### src/rtl/keypad_lock_pkg.sv
// ============================================================================
// Module  : keypad_lock_pkg
// Brief   : Shared state encodings and sizing helper for the keypad lock.
// Revision: 1.0 - initial release
// ============================================================================
`default_nettype none

package keypad_lock_pkg;

    typedef logic [1:0] lock_state_t;

    localparam lock_state_t ST_LOCKED   = 2'd0;
    localparam lock_state_t ST_UNLOCKED = 2'd1;
    localparam lock_state_t ST_CHANGE   = 2'd2;
    localparam lock_state_t ST_LOCKOUT  = 2'd3;

    // Width needed to hold the values 0..max_val inclusive.
    function automatic int cnt_width(input int max_val);
        return (max_val < 1) ? 1 : $clog2(max_val + 1);
    endfunction

endpackage

`default_nettype wire

### src/rtl/keypad_entry_buf.sv
// ============================================================================
// Module  : keypad_entry_buf
// Brief   : Digit shift buffer with saturating count; clear wins over a digit.
// Revision: 1.0 - initial release
// ============================================================================
`default_nettype none

module keypad_entry_buf
    import keypad_lock_pkg::*;
#(
    parameter int DIGIT_W    = 4,
    parameter int NUM_DIGITS = 4
)(
    input  logic                          clk,
    input  logic                          rst_n,
    input  logic                          i_clear,
    input  logic                          i_digit_valid,
    input  logic [DIGIT_W-1:0]            i_digit,
    output logic [DIGIT_W*NUM_DIGITS-1:0] o_buf,
    output logic                          o_full
);

    localparam int BUF_W = DIGIT_W * NUM_DIGITS;
    localparam int CNT_W = cnt_width(NUM_DIGITS);

    logic [BUF_W-1:0] r_buf;
    logic [CNT_W-1:0] r_count;
    logic             w_full;

    assign w_full = (r_count == CNT_W'(NUM_DIGITS));

    // New digits enter at the LS end, so the first digit typed ends up MS.
    always_ff @(posedge clk or negedge rst_n) begin
        if (!rst_n) begin
            r_buf   <= '0;
            r_count <= '0;
        end else if (i_clear) begin
            r_buf   <= '0;
            r_count <= '0;
        end else if (i_digit_valid && !w_full) begin
            r_buf   <= (r_buf << DIGIT_W) | BUF_W'(i_digit);
            r_count <= r_count + CNT_W'(1);
        end
    end

    assign o_buf  = r_buf;
    assign o_full = w_full;

endmodule

`default_nettype wire

### src/rtl/keypad_lock_ctrl.sv
// ============================================================================
// Module  : keypad_lock_ctrl
// Brief   : Multi-digit keypad lock FSM with lockout, auto-relock, code change.
// Revision: 1.0 - initial release
// ============================================================================
`default_nettype none

module keypad_lock_ctrl
    import keypad_lock_pkg::*;
#(
    parameter int DIGIT_W        = 4,
    parameter int NUM_DIGITS     = 4,
    parameter int MAX_TRIES      = 3,
    parameter int LOCKOUT_CYCLES = 1000,
    parameter int RELOCK_CYCLES  = 500,
    parameter logic [DIGIT_W*NUM_DIGITS-1:0] DEFAULT_CODE = '1
)(
    input  logic               clk,
    input  logic               rst_n,
    input  logic               digit_valid,
    input  logic [DIGIT_W-1:0] digit_in,
    input  logic               enter,
    input  logic               clear,
    input  logic               change_req,
    input  logic               lock_req,
    input  logic               door_closed,
    output logic               door_locked,
    output logic               correct_pulse,
    output logic               wrong_pulse,
    output logic               change_done,
    output logic               lockout,
    output logic [1:0]         state_o
);

    localparam int CODE_W = DIGIT_W * NUM_DIGITS;
    localparam int FAIL_W = cnt_width(MAX_TRIES);
    localparam int LOCK_W = cnt_width(LOCKOUT_CYCLES);
    localparam int REL_W  = cnt_width(RELOCK_CYCLES);

    lock_state_t       r_state;
    logic [CODE_W-1:0] r_code;
    logic [FAIL_W-1:0] r_fail;
    logic [LOCK_W-1:0] r_lock_tmr;
    logic [REL_W-1:0]  r_relock;
    logic              r_door_locked;
    logic              r_correct;
    logic              r_wrong;
    logic              r_change_done;
    logic              r_lockout;

    lock_state_t       w_next_state;
    logic [FAIL_W-1:0] w_fail_next;
    logic [CODE_W-1:0] w_buf;
    logic              w_buf_full;
    logic              w_buf_clr;
    logic              w_enter;
    logic              w_match;
    logic              w_relock_exp;
    logic              w_lock_exp;
    logic              w_correct;
    logic              w_wrong;
    logic              w_change_done;
    logic              w_code_we;

    assign w_enter      = enter & ~clear;
    assign w_match      = w_buf_full && (w_buf == r_code);
    assign w_relock_exp = door_closed && (r_relock == REL_W'(RELOCK_CYCLES - 1));
    assign w_lock_exp   = (r_lock_tmr == LOCK_W'(LOCKOUT_CYCLES - 1));

    // Buffer is flushed by any submission, any state change, and throughout lockout.
    assign w_buf_clr = clear | enter | (w_next_state != r_state) | (r_state == ST_LOCKOUT);

    keypad_entry_buf #(
        .DIGIT_W    (DIGIT_W),
        .NUM_DIGITS (NUM_DIGITS)
    ) u_entry_buf (
        .clk           (clk),
        .rst_n         (rst_n),
        .i_clear       (w_buf_clr),
        .i_digit_valid (digit_valid),
        .i_digit       (digit_in),
        .o_buf         (w_buf),
        .o_full        (w_buf_full)
    );

    always_comb begin
        w_next_state  = r_state;
        w_fail_next   = r_fail;
        w_correct     = 1'b0;
        w_wrong       = 1'b0;
        w_change_done = 1'b0;
        w_code_we     = 1'b0;
        case (r_state)
            ST_LOCKED: begin
                if (w_enter) begin
                    if (w_match) begin
                        w_next_state = ST_UNLOCKED;
                        w_correct    = 1'b1;
                        w_fail_next  = '0;
                    end else begin
                        w_wrong = 1'b1;
                        if (r_fail == FAIL_W'(MAX_TRIES - 1)) begin
                            w_next_state = ST_LOCKOUT;
                            w_fail_next  = '0;
                        end else begin
                            w_fail_next = r_fail + FAIL_W'(1);
                        end
                    end
                end
            end
            ST_UNLOCKED: begin
                w_wrong = w_enter && !w_match;
                if (lock_req && door_closed) begin
                    w_next_state = ST_LOCKED;
                end else if (w_relock_exp) begin
                    w_next_state = ST_LOCKED;
                end else if (change_req) begin
                    w_next_state = ST_CHANGE;
                end
            end
            ST_CHANGE: begin
                if (change_req) begin
                    w_next_state = ST_UNLOCKED;
                end else if (w_enter) begin
                    if (w_buf_full) begin
                        w_code_we     = 1'b1;
                        w_change_done = 1'b1;
                        w_next_state  = ST_UNLOCKED;
                    end else begin
                        w_wrong = 1'b1;
                    end
                end
            end
            default: begin
                if (w_lock_exp) begin
                    w_next_state = ST_LOCKED;
                end
            end
        endcase
    end

    // Timers count only while staying in their state, so they never run past terminal.
    always_ff @(posedge clk or negedge rst_n) begin
        if (!rst_n) begin
            r_state       <= ST_LOCKED;
            r_code        <= DEFAULT_CODE;
            r_fail        <= '0;
            r_lock_tmr    <= '0;
            r_relock      <= '0;
            r_door_locked <= 1'b1;
            r_correct     <= 1'b0;
            r_wrong       <= 1'b0;
            r_change_done <= 1'b0;
            r_lockout     <= 1'b0;
        end else begin
            r_state <= w_next_state;
            r_fail  <= w_fail_next;
            if (w_code_we) begin
                r_code <= w_buf;
            end
            r_lock_tmr <= (r_state == ST_LOCKOUT && w_next_state == ST_LOCKOUT)
                          ? r_lock_tmr + LOCK_W'(1) : '0;
            r_relock   <= (r_state == ST_UNLOCKED && w_next_state == ST_UNLOCKED && door_closed)
                          ? r_relock + REL_W'(1) : '0;
            r_door_locked <= (w_next_state == ST_LOCKED) || (w_next_state == ST_LOCKOUT);
            r_lockout     <= (w_next_state == ST_LOCKOUT);
            r_correct     <= w_correct;
            r_wrong       <= w_wrong;
            r_change_done <= w_change_done;
        end
    end

    assign door_locked   = r_door_locked;
    assign correct_pulse = r_correct;
    assign wrong_pulse   = r_wrong;
    assign change_done   = r_change_done;
    assign lockout       = r_lockout;
    assign state_o       = r_state;

endmodule

`default_nettype wire

### config.mk
export PLATFORM = sky130hd
export DESIGN_NAME = keypad_lock_ctrl
export DESIGN_NICKNAME = d
export VERILOG_FILES = /design/src/rtl/keypad_lock_pkg.sv /design/src/rtl/keypad_entry_buf.sv /design/src/rtl/keypad_lock_ctrl.sv
export SDC_FILE = /design/constraint.sdc
export NUM_CORES = 1
export LEC_CHECK = 0
export CAP_MARGIN = 40
export CORE_MARGIN = 3
export CORE_UTILIZATION = 60
export CTS_CLUSTER_DIAMETER = 50
export DETAILED_ROUTE_END_ITERATION = 8
export HOLD_SLACK_MARGIN = 0.15
export PLACE_DENSITY_LB_ADDON = 0.05
export SLEW_MARGIN = 30
export SYNTH_ARGS = -nofsm -noshare
export SYNTH_HDL_FRONTEND = slang
export SYNTH_SLANG_ARGS = --single-unit
### constraint.sdc
create_clock -name clk -period 5.07 [get_ports clk]
set_input_delay 1.014 -clock clk [delete_from_list [all_inputs] [get_ports clk]]
set_output_delay 1.014 -clock clk [all_outputs]
set_load 0.01 [all_outputs]
### Word-level counts from Yosys, hierarchy flattened

Cells that the tools add are included.

| word-level totals | value |
|---|---|
| bits in registers | 63 |
| input bits | 12 |
| output and inout port bits | 7 |

| operators by class | value |
|---|---|
| add/sub/neg operators | 4 |
| equality and inequality tests | 11 |
| muxes and demuxes | 32 |
| bitwise logic cells | 6 |
| reduce and logical (&&, ||, !) cells | 15 |

Operator list:

| operator | count |
|---|---|
| 2-to-1 mux 16 bit | 2 |
| 2-to-1 mux 2 bit | 12 |
| equality test 16 bit | 1 |
| bitwise OR 16 x 4 -> 16 bit | 1 |
| 2-to-1 mux 1 bit | 12 |
| adder 10 x 1 -> 10 bit (second input constant) | 1 |
| equality test 10 bit (second input constant) | 1 |
| 2-to-1 mux 10 bit | 1 |
| adder 9 x 1 -> 9 bit (second input constant) | 1 |
| equality test 9 bit (second input constant) | 1 |
| 2-to-1 mux 9 bit | 1 |
| equality test 2 bit (second input constant) | 4 |
| logical AND 1 bit | 8 |
| 2-to-1 mux 3 bit | 2 |
| case mux 2 bit (3 select lines) | 1 |
| equality test 2 x 1 -> 1 bit (second input constant) | 2 |
| zero test 2 bit | 2 |
| adder 3 x 1 -> 3 bit (second input constant) | 1 |
| equality test 3 bit (second input constant) | 1 |
| bitwise OR 1 bit | 3 |
| case mux 1 bit (3 select lines) | 1 |
| adder 2 x 1 -> 2 bit (second input constant) | 1 |
| zero test 1 bit | 2 |
| inequality test 2 bit | 1 |
| other kinds (5) | 5 |

### Logic depth before layout (Yosys ltp)

Gate-level depths: netlist of run 1.

| depth | value |
|---|---|
| depth after elaboration | 9 |
| depth in mapped cells | 12 |
| depth with buffers taken out | 10 |

### By module

A second synthesis of run 1 with hierarchy kept.

| second synthesis, totals | value |
|---|---|
| cells, all modules | 270 |
| area, all modules | 3069.2 µm² |

By module, submodules not included:

| module | instances | cells an instance | area an instance (µm²) | seq. area each (µm²) |
|---|---|---|---|---|
| keypad_lock_ctrl | 1 | 195 | 2139.6 | 1122.3 |
| keypad_entry_buf | 1 | 75 | 929.6 | 475.5 |

### Least setup slack after synthesis of run 1

No wires, ideal clock.

| timing | value |
|---|---|
| path kind | input to register |
| start | input clear |
| end | register r_lock_tmr[5] |
| setup time | 0.082 ns |
| arrival time | 2.740 ns |
| setup slack | 2.248 ns |
| cell stages on the path | 10 |
| buffers on the path | 2 |
| path through | or4b_4 -> nor3b_2 -> o21ai_1 -> o31a_2 -> buf_6 -> nand2_4 -> buf_6 -> ha_1 -> nand3_1 -> a21oi_1 |

| between the ends | value |
|---|---|
| cells in the longest elaborated chain, start to end | 8 |
| elaborated cells between the ends (all ways) | 9 |

Ends and longest elaborated chain:

| what | RTL line | source |
|---|---|---|
| start: declaration | keypad_lock_ctrl.sv:23 | `input logic clear,` |
| inverter 1 bit (*) | keypad_lock_ctrl.sv:65 | `assign w_enter = enter & ~clear;` |
| AND 1 bit (*) | keypad_lock_ctrl.sv:65 |  |
| 2-to-1 mux 2 bit | keypad_lock_ctrl.sv:124 | `end else if (w_enter) begin` |
| 2-to-1 mux 2 bit | keypad_lock_ctrl.sv:122 | `if (change_req) begin` |
| case mux 2 bit (3 select lines) (*) | keypad_lock_ctrl.sv:93 | `case (r_state)` |
| named net w_next_state[0] | keypad_lock_ctrl.sv:51 | `lock_state_t w_next_state;` |
| equality test 2 bit (*) | keypad_lock_ctrl.sv:161 | `r_lock_tmr <= (r_state == ST_LOCKOUT && w_next_state == ST_LOCKOUT)` |
| logical AND 1 bit (*) | keypad_lock_ctrl.sv:161 |  |
| 2-to-1 mux 10 bit (*) | keypad_lock_ctrl.sv:162 | `? r_lock_tmr + LOCK_W'(1) : '0;` |
| end signal: assignment | keypad_lock_ctrl.sv:161 |  |
| end: declaration | keypad_lock_ctrl.sv:43 | `logic [LOCK_W-1:0] r_lock_tmr;` |

The timed path passes the listed nets; every way through them passes the cells marked *.
A chain may end at the register's enable or synchronous reset.

### Final worst setup path of run 1

| timing | value |
|---|---|
| start | input enter |
| end | register r_lock_tmr[8] |

| between the ends | value |
|---|---|
| cells in the longest elaborated chain, start to end | 7 |
| elaborated cells between the ends (all ways) | 8 |

Ends and longest elaborated chain:

| what | RTL line | source |
|---|---|---|
| start: declaration | keypad_lock_ctrl.sv:22 | `input logic enter,` |
| AND 1 bit (*) | keypad_lock_ctrl.sv:65 |  |
| 2-to-1 mux 2 bit | keypad_lock_ctrl.sv:124 |  |
| 2-to-1 mux 2 bit | keypad_lock_ctrl.sv:122 |  |
| case mux 2 bit (3 select lines) (*) | keypad_lock_ctrl.sv:93 |  |
| equality test 2 bit (*) | keypad_lock_ctrl.sv:161 |  |
| logical AND 1 bit (*) | keypad_lock_ctrl.sv:161 |  |
| 2-to-1 mux 10 bit (*) | keypad_lock_ctrl.sv:162 |  |

Every way passes the cells marked *; elsewhere a longest branch is shown, timed or not.

==> impl_results.md, run 1 <==
* Status: completed
* Worst Hold Class: reg2reg
* Power Total at 1.36 mW
* Die Ht at 80.0 um
* Worst vdd ir at 0.000245 V
* Root Buffer: clkbuf_8
* Power Density at 365 nW/um^2
* CTS tree: yes
* Syn_area_per_cell at 10.2 um^2
* Pin count of the biggest net entering global routing at 42
* Grt ovf at 0
* Reg-to-reg slack, setup at 2.16 ns
* Post-synthesis sequential area ratio at 48.6%
* Number of clock sinks at 63
* Clock power share at 38.9%
* RSZ-0062 raised after global routing: false
* Largest cells by area after synthesis: dfrtp_1 35%, dfstp_2 14%, nand2_1 7.3%, a211o_1 5.1%, mux2i_1 4.9%
* Critical path class: in2reg
* Clock-pin slew on the worst setup and hold paths at 0.07 ns
* Netlist cell types at 41
* Routed len/inst at 15.1 um
* Total iterations of the first detailed-routing run at 4
* Pins Over Slew Limit at 0
* Post-synthesis register bit count at 63
* Reg power frac at 41.9%
* Hold path cells at 1
* Post-synthesis xor/xnor area fraction at 7.46%
* Hold path start: r_lock_tmr[0]$_DFF_PN0_
* Hpwl dp at 4.30 mm
* Rows at 26
* Gr usage total at 22.6%
* Diodes inserted at 0
* Number of synthesized flops with an enable pin at 0
* Hold EP: r_lock_tmr[0]$_DFF_PN0_
* List of most frequent post-synthesis cells: 64 x nand2_1, 46 x dfrtp_1, 20 x nor2_1
* Die Span X at 80.0 um
* Post-CTS Setup Bufs at 0
* Synth warn at 0
* CP required at 5.32 ns
* DRC viols at 0
* Worst stage delay on the critical path at 0.52 ns
* Max-cap violations at 0
* Synth Instances at 324
* Worst slew margin at 57.4%
* Reg-to-reg endpoint: r_lock_tmr[7]$_DFF_PN0_
* Cell taking the most area after synthesis: dfrtp_1
* Top-area cell type share of the netlist area at 35.0%
* Ys flop type: dfrtp_1
* Adder-Cell Fraction of Synth Area at 2.28%
* Reg2reg path depth at 9
* Clock buffer depth at 2
* R2R Path Start: r_lock_tmr[0]$_DFF_PN0_
* Design Area, Final at 3730 um^2
* Top-count cell post-synth: nand2_1
* WP data arrival at 3.68 ns
* Fin crit period at 3.43 ns
* Starting density of the core at 63.2%
* Via/cell ratio at 5.65
* Synth Area in Simple Gates at 18.3%
* Min Hold Slack at 0.461 ns
* Initial drt markers at 191
* Comb pwr share at 19.2%
* # IOs at 19
* Setup TNS at 0 ns
* Nets at 360
* Sw Pwr at 393 uW
* Die area at 6410 um^2
* Critical Path, Cell by Cell: clkdlybuf4s50_1 -> or4b_4 -> nor3b_2 -> o21ai_1 -> o31a_2 -> nand2_4 -> ha_1 -> nand3_1 -> a21oi_1
* Slew @ Worst Pin at 0.637 ns
* Post-synthesis net count at 342
* First-pass GRT wire length at 11.2 mm
* DRT Wirelength at 6.30 mm
* Largest family of logic cells by synthesized area: simple AND/OR/NAND/NOR gates
* # resized after CTS at 0
* Internal at 969 uW
* Clk_lat worst skew at 0.33 ns
* Startpoint Class: input pin
* Layout cells sized above 1 at 14.7%
* Initial antenna violation count at 0
* Sw Ratio at 28.9%
* Max Clock Freq at 292 MHz
* Dpl cell area at 3480 um^2
* Port-buffer cells at 18
* Hold Vio Cnt, Final at 0
* Mux cell area share after synthesis at 4.87%
* Core area at 5200 um^2
* Mapped Area at 3290 um^2
* # H-tree levels at 3
* Final setup vio count at 0
* Critical path endpoint category: register
* Detailed-route via count at 2,354
* Synth Area in Compound Gates at 14.5%
* GP Congestion at 0.894
* Vias in the first global route at 2,281
* Final Skew at 0.00650 ns
* CTS hold repair buffers at 0
* ANT nets after route at 0
* Area grow syn2layout at 13.5%
* Async SR Flop Fraction at 100%
* Worst-path fanout max at 22
* Slowest stage cell on the critical path: clkdlybuf4s50_1
* CTS Buf Count at 9
* Period Utilization, post-route at 67.6%
* LEAKAGE at 1.61 nW
power by group through the flow:
stage	Clock, mW	Combinational (mW)	Sequential (mW)
final	0.530	0.261	0.571
after global routing	0.562	0.288	0.575
after CTS	0.535	0.260	0.570
after detailed placement	0	0.259	0.579
after global placement	0	0.253	0.579
after floorplan	0	0.220	0.565
worst max path at each step:
stage	endpoint	start	slack, ns
floorplan	r_lock_tmr[5]$_DFF_PN0_	clear	2.25
global placement	r_lock_tmr[8]$_DFF_PN0_	enter	1.42
detailed placement	r_lock_tmr[8]$_DFF_PN0_	enter	1.29
CTS	r_lock_tmr[8]$_DFF_PN0_	enter	1.64
global route	r_relock[7]$_DFF_PN0_	enter	1.46
finish	r_lock_tmr[8]$_DFF_PN0_	enter	1.64
cell usage in the layout, fill, tap and decap left out, types with 11 or more instances in the layout:
cell type        instances
o31ai_1                 11
nand2_1                 64
clkdlybuf4s50_1         17
nor2_1                  20
nand3_1                 15
dfrtp_1                 46
xnor2_1                 17
a211o_1                 19
mux2i_1                 16
dfstp_2                 17
xor2_1                  11
worst max-delay path, delay by kind of cell:
family	cells	cell delay [ns]
AO/OA/AOI/OAI	3	0.58
adder cells (fa/ha/maj)	1	0.22
buffers and inverters	1	0.52
AND/OR/NAND/NOR	4	1.33
per-stage QoR:
stage	cells	utilization (%)	setup WS, ns
after floorplan	324	-	2.25
after global placement	400	66.9	1.42
after detailed placement	400	66.9	1.29
after CTS	416	71.5	1.64
after global routing	417	71.8	1.46
final	417	71.8	1.64
sequential cells by signal, summed over array words and instances, names as in the netlist, 2 cells and up:
name,count
r_relock,9
r_code,16
r_fail,2
u_entry_buf.o_buf,16
r_lock_tmr,10
state_o,2
u_entry_buf.r_count,3
cell type report:
class	count	area (um^2)
timing repair buffer	22	209
inverter	11	41.3
sequential	63	1600
multi-input combinational	235	1560
clock inverter	3	90.1
clock buffer	13	149
fill	386	1470
tap	70	87.6
layer usage:
layer / wire [um] / global-route usage (%) / vias to the layer above
met3: 272 / 3.95 / 9
met1: 3280 / 35.5 / 1128
met4: 75 / 6.93 / 0
met5: 0 / 0 / -
met2: 2670 / 31.5 / 52
li1: - / - / 1165
cells by family after synthesis:
logic type | count (synthesis)
muxes | 16
adders and majority gates | 6
and+or+nand+nor | 127
xor gates and xnor gates | 28
DFF | 63
AOI/OAI and AO/OA | 58
buffers and inverters | 26
(Power assumes the default switching activity.)
==> run 2: changes to the inputs <==
--- a/config.mk
+++ b/config.mk
@@ -7,7 +7,7 @@
 export LEC_CHECK = 0
 export CAP_MARGIN = 40
 export CORE_MARGIN = 3
-export CORE_UTILIZATION = 60
+export CORE_UTILIZATION = 54
 export CTS_CLUSTER_DIAMETER = 50
 export DETAILED_ROUTE_END_ITERATION = 8
 export HOLD_SLACK_MARGIN = 0.15
==> constraint.sdc (replaced) <==
create_clock -name clk -period 3.07 [get_ports clk]
set_input_delay 0.614 -clock clk [delete_from_list [all_inputs] [get_ports clk]]
set_output_delay 0.614 -clock clk [all_outputs]
set_load 0.01 [all_outputs]
==> run 2 against run 1 <==
Wire length is 2.1% higher. Non-clock buffer count grew 3. Clock power is 30% higher. Clock skew up 0.0054 ns. Final area fell by 0.44%. Critical path depth unchanged. Worst hold slack worse by 0.15 ns. Combinational power up 75%. Count of clock-buffer cells in the layout rose by 1. Power is 54% higher. Critical endpoint is now r_lock_tmr[5]$_DFF_PN0_.
==> impl_results.md, run 2 (same netlist as run 1, synthesis figures left out) <==
* Dpl cell area at 3540 um^2 (was 3480 um^2)
* Number of clock sinks at 63 (unchanged)
* Rows at 27 (was 26)
* Root Buffer: clkbuf_8 (unchanged)
* Reg2reg path depth at 9 (unchanged)
* Max Clock Freq at 378 MHz
* Critical path class: in2reg (unchanged)
* Starting density of the core at 57.6% (was 63.2%)
* Routed len/inst at 15.3 um (was 15.1 um)
* # resized after CTS at 0 (unchanged)
* Critical path endpoint category: register (unchanged)
* LEAKAGE at 1.60 nW (was 1.61 nW)
* Startpoint Class: input pin (unchanged)
* Fill cells at 479 (was 386)
* Nets at 363 (was 360)
* Clock-pin slew on the worst setup and hold paths at 0.07 ns (about the same)
* Layout cells sized above 1 at 14.6% (was 14.7%)
* Final setup vio count at 0 (unchanged)
* Slew @ Worst Pin at 0.698 ns (was 0.637 ns)
* CP required at 3.31 ns (was 5.32 ns)
* Worst-path fanout max at 10 (was 22)
* Setup TNS at 0 ns (unchanged)
* Met1 Resource Use GR at 28.7% (was 35.5%)
* Worst slew margin at 53.4% (was 57.4%)
* Reg-to-reg slack, setup at 0.54 ns (was 2.16 ns)
* Final Skew at 0.0119 ns (was 0.00650 ns)
* Diodes inserted at 0 (unchanged)
* WP data arrival at 2.89 ns (was 3.68 ns)
* Clock buffer depth at 2 (unchanged)
* Met3 usage at 3.46% (was 3.95%)
* RSZ-0062 raised after global routing: false (unchanged)
* Sw Pwr at 636 uW (was 393 uW)
* Area grow syn2layout at 13.0% (was 13.5%)
* Gr usage total at 19.8% (was 22.6%)
* Via/cell ratio at 5.53 (was 5.65)
* Total iterations of the first detailed-routing run at 4 (unchanged)
* Power Density at 562 nW/um^2 (was 365 nW/um^2)
* # H-tree levels at 3 (unchanged)
* DRT Wirelength at 6.43 mm (was 6.30 mm)
* Comb pwr share at 21.8% (was 19.2%)
* Reg power frac at 45.2% (was 41.9%)
* Die Ht at 84.1 um (was 80.0 um)
* Commonest non-fill, non-tap cells in the layout: 64 x nand2_1, 46 x dfrtp_1, 20 x nor2_1, 19 x a211o_1 (unchanged)
* Die Span X at 84.1 um (was 80.0 um)
* DRC viols at 0 (unchanged)
* Clock power share at 32.9% (was 38.9%)
* Vias in the first global route at 2,343 (was 2,281)
* Hpwl dp at 4.34 mm (was 4.30 mm)
* Met2 usage at 28.4% (was 31.5%)
* Power Total at 2.09 mW (was 1.36 mW)
* Reg-to-reg endpoint: r_lock_tmr[2]$_DFF_PN0_ (was r_lock_tmr[7]$_DFF_PN0_)
* CTS Buf Count at 9 (unchanged)
* ANT nets after route at 0 (unchanged)
* R2R Path Start: r_code[1]$_DFFE_PN1P_ (was r_lock_tmr[0]$_DFF_PN0_)
* Fin crit period at 2.64 ns
* Gr busiest metal: met1 (unchanged)
* Internal at 1.46 mW (was 969 uW)
* Min Hold Slack at 0.308 ns (was 0.461 ns)
* Post-CTS Setup Bufs at 0 (unchanged)
* Clk_lat worst skew at 0.33 ns (about the same)
* Period Utilization, post-route at 86.1%
* Most common cell after layout, fill and taps aside: nand2_1 (unchanged)
* Worst Hold Class: in2async (was reg2reg)
* Pin count of the biggest net entering global routing at 37 (was 42)
* Hold Vio Cnt, Final at 0 (unchanged)
* Initial drt markers at 137 (was 191)
* CTS tree: yes (unchanged)
* Status: completed (unchanged)
* Design Area, Final at 3720 um^2 (was 3730 um^2)
* GP Congestion at 0.854 (was 0.894)
* CTS hold repair buffers at 0 (unchanged)
* Detailed-route via count at 2,328 (was 2,354)
* Pins Over Slew Limit at 0 (unchanged)
* Core area at 5710 um^2 (was 5200 um^2)
* Grt ovf at 0 (unchanged)
* Port-buffer cells at 18 (unchanged)
* Worst vdd ir at 0.000265 V (was 0.000245 V)
* # IOs at 19 (unchanged)
* Max-cap violations at 0 (unchanged)
* First-pass GRT wire length at 11.2 mm (about the same)
* Sw Ratio at 30.4% (was 28.9%)
* Die area at 7060 um^2 (was 6410 um^2)
* Initial antenna violation count at 0 (unchanged)
## run 2: changes by cell type in the layout (fill, tap and decap cells not counted), sizes merged
cell / before / now
bufinv: 3 / 1
buf: 5 / 8
clkbuf: 13 / 14
## run 2: final cells by class
class / count / area, um^2 / share of cell area (%)
inverter: 11 / 41.3 / 1.11
clock inverter: 1 / 30.0 / 0.808
multi-input combinational: 235 / 1560 / 41.9
tap: 72 / 90.1 / 2.42
sequential: 63 / 1600 / 43.0
clock buffer: 14 / 153 / 4.10
timing repair buffer: 25 / 248 / 6.66
## run 2: worst max-delay path by stage
stage / start / endpoint / slack (ns) / cells after the start
2_1_floorplan: clear / r_lock_tmr[5]$_DFF_PN0_ / 0.65 / 10
3_3_place_gp: enter / r_lock_tmr[8]$_DFF_PN0_ / 0.10 / 9
3_5_place_dp: enter / r_lock_tmr[5]$_DFF_PN0_ / 0.06 / 9
4_1_cts: enter / r_lock_tmr[5]$_DFF_PN0_ / 0.40 / 9
5_1_grt: enter / r_lock_tmr[5]$_DFF_PN0_ / 0.24 / 9
6_report: enter / r_lock_tmr[5]$_DFF_PN0_ / 0.43 / 9
## run 2: critical path, stage by stage
cell and delay [ns]:
clkdlybuf4s50_1 0.51, or4b_4 0.49, nor3b_2 0.20, o21ai_1 0.09, o31a_2 0.14, nand2_4 0.14, ha_1 0.18, nand3_1 0.29
a21oi_1 0.22
## run 2: per-layer routing
| layer | up-vias | share of wire [%] |
|---|---|---|
| met3 | 10 | 4.1 |
| met4 | 0 | 1.4 |
| li1 | 1172 | - |
| met5 | - | 0 |
| met1 | 1103 | 49 |
| met2 | 43 | 45 |
## run 2: stage by stage
stage / cells / setup slack, ns / utilization [%]
floorplan: 324 / 0.648 / -
global placement: 405 / 0.101 / 61.7
detailed placement: 406 / 0.0586 / 61.9
CTS: 421 / 0.402 / 65.1
global route: 421 / 0.238 / 65.1
finish: 421 / 0.426 / 65.1
## run 2: power groups by stage
| stage | combinational, mW | clock [mW] | sequential, mW |
|---|---|---|---|
| floorplan | 0.363 | 0 | 0.934 |
| global placement | 0.453 | 0 | 0.957 |
| detailed placement | 0.463 | 0 | 0.958 |
| CTS | 0.464 | 0.704 | 0.944 |
| global route | 0.509 | 0.737 | 0.954 |
| finish | 0.457 | 0.689 | 0.946 |
